[src/rtl/fetch_unit.sv]
// fetch_unit: instruction fetch front-end.
//   Drives code_address into a combinational program ROM and samples the
//   returned instruction in the same cycle. Fetched words enter a 2-entry
//   prefetch queue, each tagged with its fetch address. The queue head is
//   offered to decode through a valid/ready handshake. Execute can redirect
//   fetch, and halt suspends new fetches while the queue drains.
//
// Ports:
//   clk, rst       rising-edge clock, asynchronous active-high reset
//   code_address   ROM address (the fetch PC register)
//   instruction    ROM data for code_address, same cycle
//   instr_out      instruction at queue head (registered)
//   instr_pc       fetch address of the head instruction (registered)
//   instr_valid    queue non-empty
//   instr_ready    decode consumes the head when instr_valid & instr_ready
//   redirect       flush queue, restart fetch at redirect_pc
//   redirect_pc    new fetch address
//   halt           suspend fetching; queue still drains
module fetch_unit #(
  parameter int unsigned           ADDR_W   = 12,
  parameter int unsigned           INSTR_W  = 16,
  parameter logic [ADDR_W-1:0]     RESET_PC = '0
) (
  input  logic               clk,
  input  logic               rst,
  output logic [ADDR_W-1:0]  code_address,
  input  logic [INSTR_W-1:0] instruction,
  output logic [INSTR_W-1:0] instr_out,
  output logic [ADDR_W-1:0]  instr_pc,
  output logic               instr_valid,
  input  logic               instr_ready,
  input  logic               redirect,
  input  logic [ADDR_W-1:0]  redirect_pc,
  input  logic               halt
);

  // Queue occupancy encoded as a state.
  typedef enum logic [1:0] {
    S_EMPTY = 2'd0,
    S_ONE   = 2'd1,
    S_FULL  = 2'd2
  } state_t;

  state_t              r_state;
  state_t              w_state_next;

  logic [ADDR_W-1:0]   r_fetch_pc;
  // Entry 0 (the head) is held directly in the output registers.
  logic [INSTR_W-1:0]  r_head_data;
  logic [ADDR_W-1:0]   r_head_pc;
  logic [INSTR_W-1:0]  r_q1_data;
  logic [ADDR_W-1:0]   r_q1_pc;

  logic                w_valid;
  logic                w_pop;
  logic                w_push;
  logic                w_push_to_head;
  logic                w_push_to_q1;
  logic                w_shift;

  assign w_pop  = w_valid & instr_ready;
  assign w_push = ~redirect & ~halt & ((r_state != S_FULL) | w_pop);

  // The pushed word lands at index (count - pop): the head slot when that is
  // 0, otherwise the second slot. A pop from a full queue shifts entry 1 up.
  assign w_push_to_head = w_push & ((r_state == S_EMPTY) |
                                    ((r_state == S_ONE) & w_pop));
  assign w_push_to_q1   = w_push & (((r_state == S_ONE) & ~w_pop) |
                                    ((r_state == S_FULL) & w_pop));
  assign w_shift        = w_pop & (r_state == S_FULL);

  // State register
  always_ff @(posedge clk or posedge rst) begin
    if (rst) begin
      r_state <= S_EMPTY;
    end else begin
      r_state <= w_state_next;
    end
  end

  // Next-state logic
  always_comb begin
    w_state_next = r_state;
    if (redirect) begin
      w_state_next = S_EMPTY;
    end else begin
      unique case ({w_push, w_pop})
        2'b10: begin
          case (r_state)
            S_EMPTY: w_state_next = S_ONE;
            S_ONE:   w_state_next = S_FULL;
            default: w_state_next = r_state;
          endcase
        end
        2'b01: begin
          case (r_state)
            S_FULL:  w_state_next = S_ONE;
            S_ONE:   w_state_next = S_EMPTY;
            default: w_state_next = r_state;
          endcase
        end
        default: w_state_next = r_state;
      endcase
    end
  end

  // Output logic
  always_comb begin
    w_valid = 1'b0;
    if (r_state != S_EMPTY) begin
      w_valid = 1'b1;
    end
  end

  // Fetch PC and queue storage
  always_ff @(posedge clk or posedge rst) begin
    if (rst) begin
      r_fetch_pc  <= RESET_PC;
      r_head_data <= '0;
      r_head_pc   <= '0;
      r_q1_data   <= '0;
      r_q1_pc     <= '0;
    end else if (redirect) begin
      // Entries are left in place; the empty state makes them invisible.
      r_fetch_pc <= redirect_pc;
    end else begin
      if (w_push) begin
        r_fetch_pc <= r_fetch_pc + ADDR_W'(1);
      end
      if (w_shift) begin
        r_head_data <= r_q1_data;
        r_head_pc   <= r_q1_pc;
      end
      if (w_push_to_head) begin
        r_head_data <= instruction;
        r_head_pc   <= r_fetch_pc;
      end
      if (w_push_to_q1) begin
        r_q1_data <= instruction;
        r_q1_pc   <= r_fetch_pc;
      end
    end
  end

  assign code_address = r_fetch_pc;
  assign instr_out    = r_head_data;
  assign instr_pc     = r_head_pc;
  assign instr_valid  = w_valid;

endmodule

[config.mk]
export PLATFORM = sky130hd
export DESIGN_NAME = fetch_unit
export DESIGN_NICKNAME = d
export VERILOG_FILES = /design/src/rtl/fetch_unit.sv
export SDC_FILE = /design/constraint.sdc
export NUM_CORES = 1
export LEC_CHECK = 0
export CAP_MARGIN = 20
export CORE_MARGIN = 3
export CORE_UTILIZATION = 55
export DETAILED_ROUTE_END_ITERATION = 8
export DONT_BUFFER_PORTS = 1
export PLACE_DENSITY = 0.7
export SLEW_MARGIN = 20
export SYNTH_ARGS = -nofsm -noshare
export SYNTH_HDL_FRONTEND = slang
export SYNTH_SLANG_ARGS = --single-unit
[constraint.sdc]
create_clock -name clk -period 2.6 [get_ports clk]
set_clock_uncertainty 0.05 [all_clocks]
set_input_delay 0.13 -clock clk [delete_from_list [all_inputs] [get_ports clk]]
set_output_delay 0.13 -clock clk [all_outputs]
set_load 0.02 [all_outputs]
# Word level (Yosys, flattened, before mapping)
# Index checks and enable logic that the tools add are counted.
# W data, S select, Z words.
# word_totals
latch_bits	0
rom_bits	0
input_bits	33
n_memories	0
register_bits	70
word_cells	47
ram_bits	0
output_inout_bits	41
# op_classes
n_addsub	1
bitwise	14
div_mod_pow	0
n_mux	11
mul	0
eq_ne	7
n_reduce_logical	8
magnitude_cmp	0
shift	0
# op_table
op	n
$mux W12	4
$mux W16	2
$add A12 B1 Y12 const B	1
$pmux W2 S2	3
$and A1 B1 Y1	8
$ne A4 B4 Y1 const B	2
$reduce_bool A2 Y1	3
$eq A2 B1 Y1 const B	2
$eq A2 B2 Y1 const B	2
$reduce_and A2 Y1	2
$not A1 Y1	3
$or A1 B1 Y1	3
$reduce_and A3 Y1	1
$reduce_bool A3 Y1	1
$logic_not A2 Y1	1
$mux W2	1
$ne A2 B2 Y1 const B	1
$mux W1	1

# Depth between registers and ports, before layout
# depth
word_depth	8
depth_mapped	7
mapped_depth_nobuf	5

# Worst setup path before layout
# OpenSTA, ideal clock, no wires.
# synth_timing
kind	reg-to-reg
startpoint	register r_state[1]
endpoint	register r_head_data[0] (netlist: instr_out[0])
path_stages_with_launch	8
n_path_buf	3
setup_slack_ps	543
arrival_time_ps	1882
period_less_slack_ps	2057
required_time_ps	2425
setup_time_ps	125
path_cell_list	dfrtp_1 -> buf_6 -> or2_4 -> or3_1 -> buf_6 -> buf_12 -> mux2_4 -> mux2_4
# synth_via
elab_chain_cells	8
elab_cells_between_ends	16
cone_classes	eq/ne (3); mux (2); bitwise (7); reduce/logical (4)
# synth_rtl
element	line_no	source
start, declared	44	state_t r_state;
start signal, assigned	77	r_state <= w_state_next;
$reduce_bool A2 Y1	110	if (r_state != S_EMPTY) begin
$mux W1	110	
$and A1 B1 Y1	61	assign w_pop = w_valid & instr_ready;
$or A1 B1 Y1 / $and A1 B1 Y1 (equally long branches)	62, 67	
$and A1 B1 Y1 / $or A1 B1 Y1 (equally long branches)	62, 66	
$and A1 B1 Y1	66	assign w_push_to_head = w_push & ((r_state == S_EMPTY) |
$reduce_bool A2 Y1 (no line)	n/a	
$reduce_and A2 Y1 (no line)	n/a	
end signal, assigned	131	r_head_data <= r_q1_data;
end signal, assigned	135	r_head_data <= instruction;
end, declared	49	logic [INSTR_W-1:0] r_head_data;
# Several ways; a longest one is shown, not always the timed one.
# A chain may end at the register's enable or synchronous reset.

# Worst setup path in the final report
# layout_timing
startpoint	register r_state[1]
endpoint	register r_head_data[1] (netlist: instr_out[1])
# The elaborated chain is that of the path after synthesis.

==> results by stage <==
Clocking:
- The depth of the CTS H-tree is 3.
- The number of clock sinks is 70.
- The TritonCTS clock tree is done.
- In this run, CTS created clock tree buffers numbering 9.
- Counting along the longest clock path gives a buffer depth of 2.
- The register clock-pin slew on the reported worst setup and hold paths is 80 ps.
- At the later pin of the worst-skew pair, clock insertion delay measures 330 ps.
- Clock tree synthesis selected as its root buffer the cell sky130_fd_sc_hd__clkbuf_8.

Global route:
- Across every metal layer, demand over resource in global routing totals 19.5%.
- Summed over all layers, the global routing overflow is 0.
- The pin count of the biggest net entering global routing is 43.
- The first global-routing pass estimated 11.2 mm of wire.
- The number of antenna violations at the first check in global routing is 0.
- The number of global-route vias before repair was 2335.

Timing:
- Timing would allow up to 446 MHz.
- In the final timing run, aggregate negative setup slack is 0 ps.
- The total count of hold-check failures in the final report is 0.
- In the finished design, the share of the clock period the worst path needs comes to 86.3%.
- The number of pins exceeding their max-slew limit in the final report was 0.
- Setup slack on the critical path of the routed design comes to 356 ps.
- At the pin with the least slew margin, the transition time is 902 ps.
- The number of endpoints failing setup at the final stage is 0.
- Setup repair after global routing left no endpoint under its margin.
- Headroom to the max-slew limit came out at 39.7%.
- The minimum clock period is 2240 ps.

Min path:
- The min-delay analysis places its worst path in the category input pin to register.

Layout:
- The post-route netlist has 37.9% of its cells at a drive strength greater than 1.
- In the final layout, flip-flops and latches occupy 1750 µm².
- The final core utilization is 67.5%.
- The filler cells instantiated in the layout total 438.
- The number of non-filler instances in the completed layout is 376.
- In the final layout, the multi-input gates occupy 1610 µm².
- The total number of nets in the final design is 330.
- The area growth from synthesis to layout is 17.2%.
- The final instance area is 4070 µm².
- The repair_antennas step left the layout with diodes totalling 0.

Logic synthesis:
- The number of distinct standard cells referenced by the synthesized netlist is 36.
- By area the synthesized netlist is led by sky130_fd_sc_hd__dfrtp_1, sky130_fd_sc_hd__mux2_4, sky130_fd_sc_hd__mux2_2, sky130_fd_sc_hd__nand2_1, sky130_fd_sc_hd__xnor2_1.
- After Yosys synthesis, full adders, half adders and majority gates account for 0.361% of the synthesized area.
- The netlist area before placement is 3470 µm².
- The synthesized design spends more area on one cell type than any other, namely sky130_fd_sc_hd__dfrtp_1.
- The dominant register cell in the synthesized netlist is sky130_fd_sc_hd__dfrtp_1.
- Of the synthesized area, sequential elements account for 50.5%.
- The synthesized design contains 70 register bits.
- The synthesized netlist devotes 8.15% of its cell area to simple gates.
- Counting flops with a built-in enable in the synthesized netlist gives 0.
- The post-synth net total is 292.
- The most frequent cell after synthesis is sky130_fd_sc_hd__dfrtp_1.
- The Yosys warning count is 0.
- The average instance in the mapped netlist occupies 13.4 µm².
- By area, the combinational part of the netlist is dominated by multiplexers.
- The share of the synthesized netlist area taken by xor and xnor gates is 2.02%.
- After synthesis, the largest area contributor takes up 50.5% of total cell area.
- The multiplexer area fraction after synthesis is 32.2%.
- The compound-gate portion of the synthesized area is 3.07%.
- Counting instances in the post-synthesis netlist gives the leading cell types as sky130_fd_sc_hd__dfrtp_1, sky130_fd_sc_hd__mux2_2, sky130_fd_sc_hd__mux2_4, sky130_fd_sc_hd__nand2_1, sky130_fd_sc_hd__nor2_1.
- The async set-reset flop share out of synthesis is 100%.
- The gate count of the mapped netlist is 258.

Power:
- The static leakage is 1.87 nW.
- The power spent charging and discharging nets is 1.15 mW.
- The highest ir drop seen on vdd is 532 µV.
- In this run the power density over the cells is 886 nW/µm².
- The proportion of total power due to net switching is 31.8%.
- The clock network fraction of total power is 22.3%.
- In this run, the combinational gates consume 22.5% of the power.
- Registers are responsible for 55.2% of the overall power.
- The internal power is 2.46 mW.

Detailed routing:
- The residual antenna-violating net count after detailed routing is 0.
- The detailed-routing iteration count for the pre-antenna-repair pass is 4.
- After detailed routing, the number of remaining DRC violations is 0.
- Dividing the detail-routed via count by the number of cells gives 5.61.
- The DRC violation total after the first TritonRoute iteration is 51.
- The wire length per cell after detailed routing is 17.5 µm.
- The total via count in the routed design is 2111.
- The final layout contains routed wiring with a total length of 6.59 mm.

Floorplan:
- The standard cell core area is 6030 µm².
- In this run the core area contains 28 standard-cell rows.
- The die covers 7300 µm².
- From bottom edge to top edge, the die measures 85.4 µm.
- The horizontal extent of the die is 85.4 µm.
- The initial utilization of the core area, before any placement, comes to 57.6%.
- 74 I/O pins were placed.

Place:
- The final weighted congestion in routability-driven placement is 0.757.
- After detailed placement, the design holds a cell count of 325.
- The cell area after placement is 3530 µm².
- During placement, the flow inserted port buffers numbering 0.
- The HPWL after detailed placement is 4.22 mm.
- Before CTS, the worst setup slack after placement is 375 ps.

Outcome:
- The flow ran to the end, and the final reports show no timing, DRC or antenna violations.

Critical path:
- The worst setup path is of the register to register kind.
- The sort of element at the start of the critical path is a register.
- The endpoint required time on the critical path is 2760 ps.
- The worst setup path is captured at a register.
- The critical path arrival is 2410 ps.
- The maximum net fanout on the critical path is 28.

Run:
- The max-capacitance violation count is 0.
-- power by group through the flow --
stage | Combinational [mW] | Clock [mW] | Sequential [mW]
4_1_cts | 0.818 | 0.839 | 2.00
3_3_place_gp | 0.738 | 0 | 2.00
5_1_grt | 0.883 | 0.898 | 2.04
6_report | 0.811 | 0.804 | 1.99
2_1_floorplan | 0.711 | 0 | 1.91
3_5_place_dp | 0.773 | 0 | 2.01
-- layout by cell type (no fill, tap or decap), drive strengths merged --
| master | count |
|---|---|
| mux2 | 85 |
| dfrtp | 70 |
| dlygate4sd3 | 35 |
| nand2 | 20 |
| clkbuf | 13 |
| nor2 | 11 |
| o21ai | 10 |
| xnor2 | 6 |
| buf | 6 |
| nor3 | 5 |
| nand3 | 5 |
| inv | 5 |
| nand4 | 3 |
| a21oi | 3 |
| nand2b | 2 |
| xor2 | 2 |
| nor4 | 2 |
| a311o | 2 |
| clkinv | 2 |
| or2 | 2 |
| nor3b | 2 |
| nor2b | 1 |
| or3 | 1 |
| a21o | 1 |
| mux2i | 1 |
| and3b | 1 |
| nand3b | 1 |
| nor4b | 1 |
| a211o | 1 |
| ha | 1 |
| clkinvlp | 1 |
-- logic make-up (layout without fill, tap and decap cells) --
family / Yosys count / count (layout)
buffers and inverters: 19 / 62
adder cells (fa/ha/maj): 1 / 1
AO/OA/AOI/OAI: 17 / 17
AND/OR/NAND/NOR: 57 / 57
multiplexers: 86 / 86
flip-flops: 70 / 70
XOR/XNOR: 8 / 8
-- worst max-delay path, stage by stage, from the launching register on --
cell and delay [ps]:
sky130_fd_sc_hd__dfrtp_1 460, sky130_fd_sc_hd__or2_4 260, sky130_fd_sc_hd__or3_2 440, sky130_fd_sc_hd__buf_4 280
sky130_fd_sc_hd__mux2_4 360, sky130_fd_sc_hd__mux2_4 260
-- final timing paths --
check,cells past startpoint,slack (ps),from,to
max in group asynchronous,3,1380,rst,r_q1_pc[5]$_DFFE_PP0P_
setup / recovery,5,360,r_state[1]$_DFFE_PP0P_,instr_out[1]$_DFFE_PP0P_
hold / removal,2,20,instruction[9],instr_out[9]$_DFFE_PP0P_
hold reg to reg,1,460,r_q1_data[6]$_DFFE_PP0P_,r_q1_data[6]$_DFFE_PP0P_
setup reg to reg,5,360,r_state[1]$_DFFE_PP0P_,instr_out[1]$_DFFE_PP0P_
min in group asynchronous,2,370,rst,r_q1_data[9]$_DFFE_PP0P_
-- flip-flops by register name, indices dropped and copies added (netlist names) --
register / count
r_q1_data: 16
r_state: 2
instr_out: 16
r_q1_pc: 12
code_address: 12
instr_pc: 12
-- stage by stage --
stage | power (mW) | hold WS [ps]
after floorplan | 2.62 | 196
after global placement | 2.74 | 149
after detailed placement | 2.79 | 153
after CTS | 3.65 | 0.607
after global routing | 3.83 | 0.412
final | 3.60 | 18.6
-- layer usage --
| layer | share of wire [%] | routed length (µm) | vias to the layer above | GRT usage, % |
|---|---|---|---|---|
| met5 | 0 | 0 | - | 0 |
| met4 | 0.39 | 26 | 0 | 6.19 |
| met3 | 6.0 | 398 | 2 | 7.09 |
| met2 | 49 | 3240 | 55 | 31.2 |
| met1 | 44 | 2920 | 1063 | 24.8 |
| li1 | - | - | 991 | - |
-- area by class of cell --
class | instances | area share [%]
multi-input combinational | 169 | 39.6
timing repair buffer | 41 | 10.0
inverter | 5 | 0.461
tap | 75 | 2.31
clock buffer | 13 | 4.15
sequential | 70 | 43.1
clock inverter | 3 | 0.431
-- timing repair --
| item | CTS | global route |
|---|---|---|
| gates resized for setup | 0 | 0 |
| setup buffers | 0 | 0 |
| endpoints found under the hold margin | 72 | 4 |
| hold buffers | 31 | 4 |
Power figures use the tool's default switching activity.
